[config.mk]
export PLATFORM = sky130hd
export DESIGN_NAME = vga_timing_gen
export DESIGN_NICKNAME = d
export VERILOG_FILES = /design/src/rtl/vga_timing_gen.sv
export SDC_FILE = /design/constraint.sdc
export NUM_CORES = 1
export LEC_CHECK = 0
export CAP_MARGIN = 10
export CELL_PAD_IN_SITES_DETAIL_PLACEMENT = 0
export CELL_PAD_IN_SITES_GLOBAL_PLACEMENT = 1
export CORE_MARGIN = 2
export CORE_UTILIZATION = 44
export DETAILED_ROUTE_END_ITERATION = 8
export PLACE_DENSITY = 0.87
export SLEW_MARGIN = 40
export SYNTH_ARGS = -nofsm -noshare
export SYNTH_HDL_FRONTEND = slang
export SYNTH_SLANG_ARGS = --single-unit
[constraint.sdc]
create_clock -name clk -period 3.6 [get_ports clk]
set_clock_uncertainty 0.15 [all_clocks]
set_input_delay 0.54 -clock clk [delete_from_list [all_inputs] [get_ports clk]]
set_output_delay 0.54 -clock clk [all_outputs]
set_load 0.02 [all_outputs]
[src/rtl/vga_timing_gen.sv]
// rtl/vga_timing_gen.sv - raster timing generator: pixel divider, column/row counters, syncs and strobes
module vga_timing_gen #(
    parameter int CLK_DIV  = 4,
    parameter int H_VIS    = 640,
    parameter int H_FP     = 16,
    parameter int H_SYNC   = 96,
    parameter int H_BP     = 48,
    parameter int V_VIS    = 480,
    parameter int V_FP     = 10,
    parameter int V_SYNC   = 2,
    parameter int V_BP     = 33,
    parameter int SYNC_POL = 0
) (
    input  logic       clk,
    input  logic       reset,
    output logic [9:0] pixel_column,
    output logic [9:0] pixel_row,
    output logic       video_on,
    output logic       horiz_sync,
    output logic       vert_sync,
    output logic       pix_tick,
    output logic       frame_tick
);

    localparam int H_TOT = H_VIS + H_FP + H_SYNC + H_BP;
    localparam int V_TOT = V_VIS + V_FP + V_SYNC + V_BP;
    localparam int DIV_W = (CLK_DIV > 1) ? $clog2(CLK_DIV) : 1;

    localparam logic [DIV_W-1:0] DIV_LAST = DIV_W'(CLK_DIV - 1);
    localparam logic [9:0] COL_LAST = 10'(H_TOT - 1);
    localparam logic [9:0] ROW_LAST = 10'(V_TOT - 1);
    localparam logic [9:0] COL_VIS  = 10'(H_VIS);
    localparam logic [9:0] ROW_VIS  = 10'(V_VIS);
    localparam logic [9:0] HS_START = 10'(H_VIS + H_FP);
    localparam logic [9:0] HS_END   = 10'(H_VIS + H_FP + H_SYNC);
    localparam logic [9:0] VS_START = 10'(V_VIS + V_FP);
    localparam logic [9:0] VS_END   = 10'(V_VIS + V_FP + V_SYNC);
    localparam logic       SYNC_ON  = (SYNC_POL != 0);

    logic [DIV_W-1:0] div_q, div_d;
    logic [9:0]       col_q, col_d;
    logic [9:0]       row_q, row_d;
    logic             video_on_q, video_on_d;
    logic             hsync_q, hsync_d;
    logic             vsync_q, vsync_d;
    logic             pix_tick_q, pix_tick_d;
    logic             frame_tick_q, frame_tick_d;
    logic             tick;

    always_comb begin
        tick  = (div_q == DIV_LAST);
        div_d = tick ? '0 : div_q + DIV_W'(1);
        col_d = col_q;
        row_d = row_q;
        if (tick) begin
            if (col_q == COL_LAST) begin
                col_d = '0;
                row_d = (row_q == ROW_LAST) ? '0 : row_q + 10'd1;
            end else begin
                col_d = col_q + 10'd1;
            end
        end

        // Decode from next-state counters so outputs line up with the coordinates they describe
        video_on_d   = (col_d < COL_VIS) && (row_d < ROW_VIS);
        hsync_d      = ((col_d >= HS_START) && (col_d < HS_END)) ? SYNC_ON : ~SYNC_ON;
        vsync_d      = ((row_d >= VS_START) && (row_d < VS_END)) ? SYNC_ON : ~SYNC_ON;
        pix_tick_d   = tick;
        frame_tick_d = tick && (col_d == '0) && (row_d == '0);
    end

    // Reset parks the counters on the last pixel so the first tick lands on (0,0)
    always_ff @(posedge clk or negedge reset) begin
        if (!reset) begin
            div_q        <= '0;
            col_q        <= COL_LAST;
            row_q        <= ROW_LAST;
            video_on_q   <= 1'b0;
            hsync_q      <= ~SYNC_ON;
            vsync_q      <= ~SYNC_ON;
            pix_tick_q   <= 1'b0;
            frame_tick_q <= 1'b0;
        end else begin
            div_q        <= div_d;
            col_q        <= col_d;
            row_q        <= row_d;
            video_on_q   <= video_on_d;
            hsync_q      <= hsync_d;
            vsync_q      <= vsync_d;
            pix_tick_q   <= pix_tick_d;
            frame_tick_q <= frame_tick_d;
        end
    end

    assign pixel_column = col_q;
    assign pixel_row    = row_q;
    assign video_on     = video_on_q;
    assign horiz_sync   = hsync_q;
    assign vert_sync    = vsync_q;
    assign pix_tick     = pix_tick_q;
    assign frame_tick   = frame_tick_q;

endmodule
After elaboration in Yosys (flattened, before gate mapping)
Cells that the tools add are included.
- input bits: 2
- flip-flop bits (word level): 27
- logic and storage cells: 35
- output and inout port bits: 25
- equal/unequal tests: 3
- reduce and logical (&&, ||, !) cells: 7
- muxes and demuxes: 8
- order comparisons: 6
- $add $sub $neg: 3
- operator list (operator ; count):
    10-bit two-way mux ; 5
    10-bit by 1-bit adder with 10-bit output (second input constant) ; 2
    10-bit equality test (second input constant) ; 2
    10-bit logical NOT ; 2
    10-bit < comparator (second input constant) ; 2
    10-bit by 9-bit < comparator with 1-bit output (second input constant) ; 2
    10-bit greater-or-equal comparator (second input constant) ; 1
    10-bit by 9-bit greater-or-equal comparator with 1-bit output (second input constant) ; 1
    1-bit logical AND ; 5
    2-bit by 1-bit adder with 2-bit output (second input constant) ; 1
    2-bit equality test (second input constant) ; 1
    1-bit two-way mux ; 2
    2-bit two-way mux ; 1

Longest topological paths before layout
Gate-level depths: netlist of the first run.
- word-level depth: 7
- depth in mapped cells: 8

Worst setup path before layout of the first run
Ideal clock, no wire load.
- path kind: register to register
- from: reg col_q[1] (netlist: pixel_column[1])
- to: reg frame_tick_q (netlist: frame_tick)
- slack: 1.012 ns
- arrival time: 2.318 ns
- path buffers: 1
- stages on the path, launching flop included: 9
- cell sequence: dfstp_2 > ha_1 > nand4b_4 > or3_1 > buf_6 > or4b_4 > o211ai_2 > a221oi_2 > and4_1
- longest elaborated chain between the ends: 6
- elaborated cells between the ends (all ways): 10
- ends and longest elaborated chain (element ; RTL line ; text):
    start, declared ; 41 ; logic [9:0] col_q, col_d;
    start signal, assigned ; 85 ; col_q <= col_d;
    10-bit by 1-bit adder with 10-bit output / 10-bit equality test (equally long branches) ; 60, 56 ;
    10-bit two-way mux ; 56 ; if (col_q == COL_LAST) begin
    10-bit two-way mux ; 55 ; if (tick) begin
    10-bit logical NOT ; 69 ; frame_tick_d = tick && (col_d == '0) && (row_d == '0);
    1-bit logical AND ; 69 ;
    1-bit logical AND * ; 69 ;
    net frame_tick_d ; 47 ; logic frame_tick_q, frame_tick_d;
    end signal, assigned ; 91 ; frame_tick_q <= frame_tick_d;
    end, declared ; 47 ;
Mark *: on every way through the listed nets, which the timed path passes. The rest lies on a longest branch.

Final worst setup path of the first run
- from: reg div_q[0]
- to: reg frame_tick_q (netlist: frame_tick)
- longest elaborated chain between the ends: 5
- elaborated cells between the ends (all ways): 7
- ends and longest elaborated chain (element ; RTL line ; text):
    start, declared ; 40 ; logic [DIV_W-1:0] div_q, div_d;
    start signal, assigned ; 84 ; div_q <= div_d;
    2-bit equality test * ; 51 ; tick = (div_q == DIV_LAST);
    net pix_tick_d ; 46 ; logic pix_tick_q, pix_tick_d;
    10-bit two-way mux ; 55 ;
    10-bit logical NOT ; 69 ;
    1-bit logical AND ; 69 ;
    1-bit logical AND * ; 69 ;
    net frame_tick_d ; 47 ;
Marked as above.

==> flow_summary.html, run 1 <==
<table>
<tr><th>Metric</th><th>Value</th></tr>
<tr><th colspan="2">Drt</th></tr>
<tr><td>Length of the first detailed-routing pass in iterations</td><td>4</td></tr>
<tr><td>Sum of routed wire length over all layers</td><td>4116 um</td></tr>
<tr><td>Via-per-instance ratio</td><td>5.863</td></tr>
<tr><td>Number of vias in the routed layout</td><td>1542</td></tr>
<tr><td>ANT nets after route</td><td>0</td></tr>
<tr><td>Average wire length per cell after detail routing</td><td>15.65 um</td></tr>
<tr><td>Violation count after the first detailed-routing iteration</td><td>95</td></tr>
<tr><td>Detailed-route DRC error count</td><td>0</td></tr>
<tr><th colspan="2">STA</th></tr>
<tr><td>Actual slew at the worst max-slew pin</td><td>526.8 ps</td></tr>
<tr><td>Fmax</td><td>368.0 MHz</td></tr>
<tr><td>RSZ-0062 raised after global routing</td><td>no</td></tr>
<tr><td>Final setup vio count</td><td>0</td></tr>
<tr><td>Count of endpoints failing hold in the final timing report</td><td>0</td></tr>
<tr><td>Number of pins exceeding their max-slew limit in the final report</td><td>0</td></tr>
<tr><td>Share of the clock period used by the worst path after layout</td><td>75.48%</td></tr>
<tr><td>TNS Setup</td><td>0 ps</td></tr>
<tr><td>Worst slew margin relative to its limit</td><td>64.88%</td></tr>
<tr><td>Shortest period the worst path allows</td><td>2717 ps</td></tr>
<tr><td>Minimum setup slack in the final design</td><td>882.7 ps</td></tr>
<tr><th colspan="2">Global routing</th></tr>
<tr><td>Antenna violations before repair</td><td>0</td></tr>
<tr><td>Overall overflow remaining after global route</td><td>0</td></tr>
<tr><td>Pin count of the biggest net entering global routing</td><td>25</td></tr>
<tr><td>Vias in the first global route</td><td>1447</td></tr>
<tr><td>Global-route wire length before repair</td><td>6900 um</td></tr>
<tr><td>Overall routing resource usage</td><td>19.47%</td></tr>
<tr><th colspan="2">Layout</th></tr>
<tr><td>Number of fill cells</td><td>357</td></tr>
<tr><td>Diodes inserted</td><td>0</td></tr>
<tr><td>Final net count</td><td>220</td></tr>
<tr><td>Final standard cell area without fillers</td><td>2096 sq um</td></tr>
<tr><td>Area growth, synth to finish</td><td>16.32%</td></tr>
<tr><td>Total area of sequential cells</td><td>690.7 sq um</td></tr>
<tr><td>Fraction of final layout cells with drive strength greater than 1</td><td>14.55%</td></tr>
<tr><td>Area taken by multi-input logic gates</td><td>988.4 sq um</td></tr>
<tr><th colspan="2">Critical path</th></tr>
<tr><td>Element type at the critical path start</td><td>flop</td></tr>
<tr><td>Data required time of the critical path</td><td>3620 ps</td></tr>
<tr><td>First element of the critical path</td><td>div_q[0]$_DFF_PN0_</td></tr>
<tr><td>CP Data Arrival Time</td><td>2740 ps</td></tr>
<tr><td>Highest fanout seen on the critical path</td><td>14</td></tr>
<tr><td>CP endpoint kind</td><td>flop</td></tr>
<tr><td>Crit Path Class</td><td>flop to flop</td></tr>
<tr><td>Start of the worst register-to-register path</td><td>div_q[0]$_DFF_PN0_</td></tr>
<tr><th colspan="2">Yosys</th></tr>
<tr><td>Mux contribution to synthesized area</td><td>1.181%</td></tr>
<tr><td>Flops &amp; latches, synth</td><td>27</td></tr>
<tr><td>Synth Flop Type</td><td>sky130_fd_sc_hd__dfrtp_1</td></tr>
<tr><td>Leading cell types by total area after synthesis</td><td>sky130_fd_sc_hd__dfrtp_1 21%, sky130_fd_sc_hd__dfstp_2 18%, sky130_fd_sc_hd__xnor2_1 6.8%, sky130_fd_sc_hd__nand2_1 4.0%, sky130_fd_sc_hd__nor2_1 3.5%</td></tr>
<tr><td>Complex-gate fraction of the synthesized area</td><td>15.90%</td></tr>
<tr><td>Async S/R FF share, synth</td><td>100.0%</td></tr>
<tr><td>Post-synthesis xor/xnor area fraction</td><td>8.681%</td></tr>
<tr><td>Mean instance size in the synthesized netlist</td><td>9.287 sq um</td></tr>
<tr><td>Synthesized netlist cell count</td><td>194</td></tr>
<tr><td>Largest area contributor in the synthesized netlist</td><td>sky130_fd_sc_hd__dfrtp_1</td></tr>
<tr><td>Total standard cell area after synthesis</td><td>1802 sq um</td></tr>
<tr><td>Number of warning messages in the yosys log</td><td>0</td></tr>
<tr><td>Part of the Yosys area used for sequential elements</td><td>38.33%</td></tr>
<tr><td>Dominant combinational cell family by area after synthesis</td><td>simple AND/OR/NAND/NOR gates</td></tr>
<tr><td>Synthesized netlist net count</td><td>200</td></tr>
<tr><td>Library cells used by synthesis</td><td>54</td></tr>
<tr><td>Share of the synthesized area in the top cell type</td><td>20.83%</td></tr>
<tr><td>Count of flip-flops with a built-in enable after synthesis</td><td>0</td></tr>
<tr><td>Adder and majority gate portion of the synthesized area</td><td>2.778%</td></tr>
<tr><td>Area share of and/or/nand/nor cells after synthesis</td><td>26.04%</td></tr>
<tr><th colspan="2">Pwr</th></tr>
<tr><td>Power density over the cells</td><td>230.9 nW/um^2</td></tr>
<tr><td>Static Leak</td><td>0.7591 nW</td></tr>
<tr><td>Peak supply drop</td><td>0.0001369 V</td></tr>
<tr><th colspan="2">Place</th></tr>
<tr><td>HPWL after DPL</td><td>3071 um</td></tr>
<tr><td>Routability cong.</td><td>0.8932</td></tr>
<tr><td>Post-DP Area</td><td>2049 sq um</td></tr>
<tr><td>Count of buffers inserted at the top-level ports</td><td>26</td></tr>
<tr><td>Placement Setup Slack</td><td>919.3 ps</td></tr>
<tr><th colspan="2">Clock network</th></tr>
<tr><td>Number of clock sinks</td><td>27</td></tr>
<tr><td>Clock buffers created by TritonCTS</td><td>3</td></tr>
<tr><td>Number of buffers inserted to repair setup after CTS</td><td>0</td></tr>
<tr><td>Clock tree from TritonCTS</td><td>built</td></tr>
<tr><td>Depth of the CTS H-tree</td><td>1</td></tr>
<tr><td>Clock root buffer master</td><td>sky130_fd_sc_hd__clkbuf_8</td></tr>
<tr><td>Count of hold-fix buffers inserted at cts</td><td>0</td></tr>
<tr><td>Later-pin clock latency in the skew report</td><td>270 ps</td></tr>
<tr><td>Clock buffer depth</td><td>2</td></tr>
<tr><td>Clock-pin slew on the worst setup and hold paths</td><td>90 ps</td></tr>
<tr><td>Post-cts gate resize count</td><td>0</td></tr>
<tr><th colspan="2">Floorplanning</th></tr>
<tr><td>Std cell rows</td><td>23</td></tr>
<tr><td>Starting density of the core</td><td>45.37%</td></tr>
<tr><td>Width of the die</td><td>67.99 um</td></tr>
<tr><td>Die ar.</td><td>4623 sq um</td></tr>
<tr><td>I/O pins</td><td>27</td></tr>
<tr><td>Vertical die dimension</td><td>67.99 um</td></tr>
<tr><td>Placeable core region</td><td>3971 sq um</td></tr>
<tr><th colspan="2">Run status</th></tr>
<tr><td>Status</td><td>finished clean</td></tr>
<tr><th colspan="2">Run</th></tr>
<tr><td>Max-cap violations</td><td>0</td></tr>
<tr><th colspan="2">Hold path</th></tr>
<tr><td>Hold/Removal Path Class</td><td>primary input to async pin</td></tr>
</table>
## cell families after synthesis
family                   Yosys count
flip-flops                        27
buffers and inverters             21
multiplexers                       2
AO/OA/AOI/OAI                     41
adder cells (fa/ha/maj)            4
XOR/XNOR                          17
AND/OR/NAND/NOR                   82
## routing by layer
layer	wire length, um	GRT usage, %	vias up	part of all wire, %
met5	0	0	-	0
li1	-	-	745	-
met1	1892	27.04	736	46
met3	231	2.796	5	5.6
met4	46	4.500	0	1.1
met2	1946	32.04	56	47
## Yosys cell counts, drive strengths merged (2+ instances only)
cell type   n
or4         2
nor4b       2
nand2      19
and2        2
or3         3
nor2       17
nand4       8
inv         6
o31ai       2
nand3       8
o41ai       2
a31oi       2
a21oi      10
dfstp      12
dfrtp      15
o21ai       9
nand2b      2
a22oi       2
and3        5
clkbuf      7
nor3        3
xor2        2
xnor2      15
nand4b      3
ha          4
buf         8
and4        4
## worst max-delay path, stage by stage (launching register included)
cell and delay, ps:
sky130_fd_sc_hd__dfrtp_1 360, sky130_fd_sc_hd__ha_1 440, sky130_fd_sc_hd__nand4b_1 230, sky130_fd_sc_hd__or3_1 490, sky130_fd_sc_hd__or4b_4 570, sky130_fd_sc_hd__o211ai_2 110
sky130_fd_sc_hd__a221oi_2 50, sky130_fd_sc_hd__and4_1 210
## state kept, by name, indices dropped and copies added (netlist names)
signal,cells
frame_tick,1
div_q,2
pix_tick,1
pixel_column,10
video_on,1
vert_sync,1
horiz_sync,1
pixel_row,10
## metrics by stage
step                      hold WS, ps  std cells  util [%]  power, mW
after CTS                       98.33        263     52.77     0.4930
after floorplan                 94.41        194         -     0.3093
after detailed placement        274.9        259     51.61     0.3174
after global routing            115.0        263     52.77     0.5071
after global placement          261.9        259     51.73     0.3177
final                           81.73        263     52.77     0.4838
## report_power, final
part           internal [mW]  switching (mW)  total (mW)
sequential             0.304               0       0.304
combinational        0.00173         0.00584     0.00757
clock                 0.0776          0.0949       0.172
## layout make-up
class	count	area share [%]
timing repair buffer	30	13.61
tap	50	2.985
inverter	6	1.075
multi-input combinational	146	47.16
sequential	27	32.96
clock inverter	1	0.2388
clock buffer	3	1.970
## cells in the final DEF (no fill, tap or decap), types with 3 or more instances in the layout
cell and count:
sky130_fd_sc_hd__clkdlybuf4s50_1 25, sky130_fd_sc_hd__nand2_1 19, sky130_fd_sc_hd__nor2_1 17, sky130_fd_sc_hd__dfrtp_1 15
sky130_fd_sc_hd__xnor2_1 14, sky130_fd_sc_hd__dfstp_2 12, sky130_fd_sc_hd__a21oi_1 10, sky130_fd_sc_hd__o21ai_0 9
sky130_fd_sc_hd__nand4_1 8, sky130_fd_sc_hd__nand3_1 7, sky130_fd_sc_hd__inv_1 6, sky130_fd_sc_hd__and3_1 5
sky130_fd_sc_hd__and4_1 4, sky130_fd_sc_hd__ha_1 4, sky130_fd_sc_hd__buf_4 4, sky130_fd_sc_hd__or3_1 3
sky130_fd_sc_hd__clkbuf_8 3
## final timing paths
kind                                        endpoint  slack, ps  depth (start not counted)
max reg2reg                     frame_tick$_DFF_PN0_        880                          7
max                             frame_tick$_DFF_PN0_        880                          7
min                               pix_tick$_DFF_PN0_         80                          1
min in group clk                  div_q[0]$_DFF_PN0_        280                          1
min reg2reg                       div_q[0]$_DFF_PN0_        280                          1
max in group asynchronous  pixel_column[9]$_DFF_PN1_       2670                          2
(Power assumes the default switching activity.)
==> inputs of run 2 (changes only) <==
--- a/config.mk
+++ b/config.mk
@@ -9,9 +9,9 @@
 export CELL_PAD_IN_SITES_DETAIL_PLACEMENT = 0
 export CELL_PAD_IN_SITES_GLOBAL_PLACEMENT = 1
 export CORE_MARGIN = 2
-export CORE_UTILIZATION = 44
+export CORE_UTILIZATION = 41
 export DETAILED_ROUTE_END_ITERATION = 8
-export PLACE_DENSITY = 0.87
+export PLACE_DENSITY = 0.82
 export SLEW_MARGIN = 40
 export SYNTH_ARGS = -nofsm -noshare
 export SYNTH_HDL_FRONTEND = slang
==> constraint.sdc (replaced) <==
create_clock -name clk -period 2.8 [get_ports clk]
set_clock_uncertainty 0.15 [all_clocks]
set_input_delay 0.42 -clock clk [delete_from_list [all_inputs] [get_ports clk]]
set_output_delay 0.42 -clock clk [all_outputs]
set_load 0.02 [all_outputs]
==> run 2 against run 1 <==
Sequential cell count stayed put. Clock-buffer cell count is 1 higher. Die area is 6.9% higher. Worst hold slack better by 210 ps. Critical path depth stayed put. Sequential share of layout area is 0.67 points lower. Worst setup slack worse by 690 ps. Power is 31% higher. Critical path type unchanged. Highest routed layer unchanged.
==> flow_summary.html, run 2 (same netlist as run 1, synthesis figures left out) <==
<table>
<tr><th>Metric</th><th>Value</th></tr>
<tr><th colspan="2">Hold path</th></tr>
<tr><td>Hold/Removal Path Class</td><td>flop to flop</td></tr>
<tr><th colspan="2">Global routing</th></tr>
<tr><td>Antenna violations before repair</td><td>0 (unchanged)</td></tr>
<tr><td>Pin count of the biggest net entering global routing</td><td>28 (+12%)</td></tr>
<tr><td>Vias in the first global route</td><td>1396 (-3.5%)</td></tr>
<tr><td>Overall routing resource usage</td><td>17.59% (-1.9 points)</td></tr>
<tr><td>Overall overflow remaining after global route</td><td>0 (unchanged)</td></tr>
<tr><td>Global-route wire length before repair</td><td>6934 um (+0.49%)</td></tr>
<tr><th colspan="2">Layout</th></tr>
<tr><td>Area taken by multi-input logic gates</td><td>988.4 sq um (unchanged)</td></tr>
<tr><td>Total area of sequential cells</td><td>690.7 sq um (unchanged)</td></tr>
<tr><td>Most common cell after layout, fill and taps aside</td><td>sky130_fd_sc_hd__clkdlybuf4s50_1</td></tr>
<tr><td>Final net count</td><td>225 (+2.3%)</td></tr>
<tr><td>Fraction of final layout cells with drive strength greater than 1</td><td>15.60% (+1.0 points)</td></tr>
<tr><td>Area growth, synth to finish</td><td>18.75%</td></tr>
<tr><td>Number of fill cells</td><td>431 (+21%)</td></tr>
<tr><td>Most frequent cells in the layout</td><td>26 x sky130_fd_sc_hd__clkdlybuf4s50_1, 19 x sky130_fd_sc_hd__nand2_1, 17 x sky130_fd_sc_hd__nor2_1, 15 x sky130_fd_sc_hd__dfrtp_1, 14 x sky130_fd_sc_hd__xnor2_1</td></tr>
<tr><td>Diodes inserted</td><td>0 (unchanged)</td></tr>
<tr><td>Final standard cell area without fillers</td><td>2140 sq um (+2.1%)</td></tr>
<tr><th colspan="2">STA</th></tr>
<tr><td>Fmax</td><td>383.4 MHz (+4.2%)</td></tr>
<tr><td>Actual slew at the worst max-slew pin</td><td>337.3 ps (-189.5 ps)</td></tr>
<tr><td>Share of the clock period used by the worst path after layout</td><td>93.16% (+18 points)</td></tr>
<tr><td>Worst slew margin relative to its limit</td><td>77.22% (+12 points)</td></tr>
<tr><td>Count of endpoints failing hold in the final timing report</td><td>0 (unchanged)</td></tr>
<tr><td>Final setup vio count</td><td>0 (unchanged)</td></tr>
<tr><td>TNS Setup</td><td>0 ps (unchanged)</td></tr>
<tr><td>Number of pins exceeding their max-slew limit in the final report</td><td>0 (unchanged)</td></tr>
<tr><td>Shortest period the worst path allows</td><td>2608 ps (-108.8 ps)</td></tr>
<tr><td>RSZ-0062 raised after global routing</td><td>no</td></tr>
<tr><th colspan="2">Floorplanning</th></tr>
<tr><td>Vertical die dimension</td><td>70.29 um (+3.4%)</td></tr>
<tr><td>Placeable core region</td><td>4294 sq um (+8.1%)</td></tr>
<tr><td>Die ar.</td><td>4941 sq um (+6.9%)</td></tr>
<tr><td>Std cell rows</td><td>24 (+4.3%)</td></tr>
<tr><td>I/O pins</td><td>27 (unchanged)</td></tr>
<tr><td>Starting density of the core</td><td>41.96% (-3.4 points)</td></tr>
<tr><td>Width of the die</td><td>70.29 um (+3.4%)</td></tr>
<tr><th colspan="2">Critical path</th></tr>
<tr><td>Slowest stage delay, CP</td><td>590 ps (+20 ps)</td></tr>
<tr><td>First element of the critical path</td><td>pixel_column[0]$_DFF_PN1_</td></tr>
<tr><td>R2r setup slk</td><td>190 ps (-690 ps)</td></tr>
<tr><td>Data required time of the critical path</td><td>2870 ps (-750 ps)</td></tr>
<tr><td>Stages on the worst setup path</td><td>7 (unchanged)</td></tr>
<tr><td>Crit Path Class</td><td>flop to flop</td></tr>
<tr><td>Highest fanout seen on the critical path</td><td>6 (-8)</td></tr>
<tr><td>Critical path cell sequence</td><td>ha_1 -&gt; nand4b_4 -&gt; or4_1 -&gt; o31ai_1 -&gt; o211ai_2 -&gt; a221oi_2 -&gt; and4_1</td></tr>
<tr><td>Cell count of the worst reg-to-reg path</td><td>7 (unchanged)</td></tr>
<tr><td>Worst path buffer plus inverter count</td><td>0 (unchanged)</td></tr>
<tr><td>CP endpoint kind</td><td>flop</td></tr>
<tr><td>Crit path capture</td><td>frame_tick$_DFF_PN0_</td></tr>
<tr><td>Critical path's top delay family</td><td>simple AND/OR/NAND/NOR gates</td></tr>
<tr><td>Start of the worst register-to-register path</td><td>pixel_column[0]$_DFF_PN1_</td></tr>
<tr><td>Library cell contributing the largest single delay on the critical path</td><td>sky130_fd_sc_hd__dfstp_2</td></tr>
<tr><td>CP Data Arrival Time</td><td>2680 ps (-60 ps)</td></tr>
<tr><td>Element type at the critical path start</td><td>flop</td></tr>
<tr><td>Terminus of the critical flop-to-flop path</td><td>frame_tick$_DFF_PN0_</td></tr>
<tr><th colspan="2">Drt</th></tr>
<tr><td>Average wire length per cell after detail routing</td><td>15.47 um (-1.2%)</td></tr>
<tr><td>ANT nets after route</td><td>0 (unchanged)</td></tr>
<tr><td>Violation count after the first detailed-routing iteration</td><td>149 (+57%)</td></tr>
<tr><td>Number of vias in the routed layout</td><td>1551 (+0.58%)</td></tr>
<tr><td>Length of the first detailed-routing pass in iterations</td><td>4 (unchanged)</td></tr>
<tr><td>Via-per-instance ratio</td><td>5.744 (-2.0%)</td></tr>
<tr><td>Detailed-route DRC error count</td><td>0 (unchanged)</td></tr>
<tr><td>Sum of routed wire length over all layers</td><td>4176 um (+1.5%)</td></tr>
<tr><th colspan="2">Pwr</th></tr>
<tr><td>Static Leak</td><td>0.7817 nW (+3.0%)</td></tr>
<tr><td>Power density over the cells</td><td>296.4 nW/um^2 (+28%)</td></tr>
<tr><td>Peak supply drop</td><td>0.0001431 V (+4.5%)</td></tr>
<tr><th colspan="2">Clock network</th></tr>
<tr><td>Depth of the CTS H-tree</td><td>1 (unchanged)</td></tr>
<tr><td>Later-pin clock latency in the skew report</td><td>280 ps (about the same)</td></tr>
<tr><td>Clock buffers created by TritonCTS</td><td>3 (unchanged)</td></tr>
<tr><td>Clock root buffer master</td><td>sky130_fd_sc_hd__clkbuf_8</td></tr>
<tr><td>Number of buffers inserted to repair setup after CTS</td><td>0 (unchanged)</td></tr>
<tr><td>Clock buffer depth</td><td>2 (unchanged)</td></tr>
<tr><td>Count of hold-fix buffers inserted at cts</td><td>0 (unchanged)</td></tr>
<tr><td>Clock-pin slew on the worst setup and hold paths</td><td>100 ps (about the same)</td></tr>
<tr><td>Post-cts gate resize count</td><td>0 (unchanged)</td></tr>
<tr><td>Clock tree from TritonCTS</td><td>built</td></tr>
<tr><td>Number of clock sinks</td><td>27 (unchanged)</td></tr>
<tr><th colspan="2">Place</th></tr>
<tr><td>Count of buffers inserted at the top-level ports</td><td>26 (unchanged)</td></tr>
<tr><td>Post-DP Area</td><td>2095 sq um (+2.2%)</td></tr>
<tr><td>Routability cong.</td><td>0.8421 (-5.7%)</td></tr>
<tr><td>HPWL after DPL</td><td>3001 um (-2.3%)</td></tr>
<tr><th colspan="2">Run status</th></tr>
<tr><td>Status</td><td>finished clean</td></tr>
<tr><th colspan="2">Run</th></tr>
<tr><td>Max-cap violations</td><td>0 (unchanged)</td></tr>
</table>
==> run 2: cell count changes in the layout (fill, tap and decap cells not counted), sizes merged <==
cell | before | now
clkinv | 1 | 0
clkbuf | 3 | 4
buf | 5 | 9
clkdlybuf4s50 | 25 | 26
==> run 2: through the flow <==
stage	std cells	utilization [%]	hold slack [ps]	total power, mW	setup slack [ps]
after global placement	266	48.78	267.2	0.4076	295.7
after floorplan	194	-	-25.59	0.3976	211.8
after detailed placement	266	48.78	274.2	0.4079	257.4
after global routing	270	49.83	295.8	0.6580	32.11
after CTS	270	49.83	287.7	0.6433	172.9
final	270	49.83	291.2	0.6342	191.5
==> run 2: per-layer routing <==
layer  up-vias  share of wire [%]  wire (um)  GRT usage [%]
li1        760                  -          -              -
met1       747                 50       2095          27.02
met2        39                 45       1880          25.47
met3         5                3.5        146          2.165
met4         0                1.3         53          5.556
met5         -                  0          0              0
==> run 2: worst reg2reg max path, stage by stage, from the launching register on <==
cell and delay, ps:
sky130_fd_sc_hd__dfstp_2 590, sky130_fd_sc_hd__ha_1 280, sky130_fd_sc_hd__nand4b_4 140, sky130_fd_sc_hd__or4_1 540, sky130_fd_sc_hd__o31ai_1 320, sky130_fd_sc_hd__o211ai_2 150, sky130_fd_sc_hd__a221oi_2 170, sky130_fd_sc_hd__and4_1 200
==> run 2: where the power goes <==
| group | total, mW | switching (mW) | internal (mW) |
|---|---|---|---|
| clock | 0.234 | 0.131 | 0.102 |
| sequential | 0.391 | 0 | 0.391 |
| combinational | 0.00974 | 0.00761 | 0.00213 |
==> run 2: how the worst min path moves through the flow <==
stage | cells past startpoint | to | startpoint
2_1_floorplan | 0 | div_q[0]$_DFF_PN0_ | reset
3_3_place_gp | 1 | div_q[0]$_DFF_PN0_ | div_q[0]$_DFF_PN0_
6_report | 1 | div_q[0]$_DFF_PN0_ | div_q[0]$_DFF_PN0_
4_1_cts | 1 | div_q[0]$_DFF_PN0_ | div_q[0]$_DFF_PN0_
3_5_place_dp | 1 | div_q[0]$_DFF_PN0_ | div_q[0]$_DFF_PN0_
5_1_grt | 1 | div_q[0]$_DFF_PN0_ | div_q[0]$_DFF_PN0_
==> run 2: area by class of cell <==
class | instances | share of cell area [%]
timing repair buffer | 35 | 15.32
multi-input combinational | 146 | 46.20
sequential | 27 | 32.28
tap | 52 | 3.041
inverter | 6 | 1.053
clock buffer | 4 | 2.105
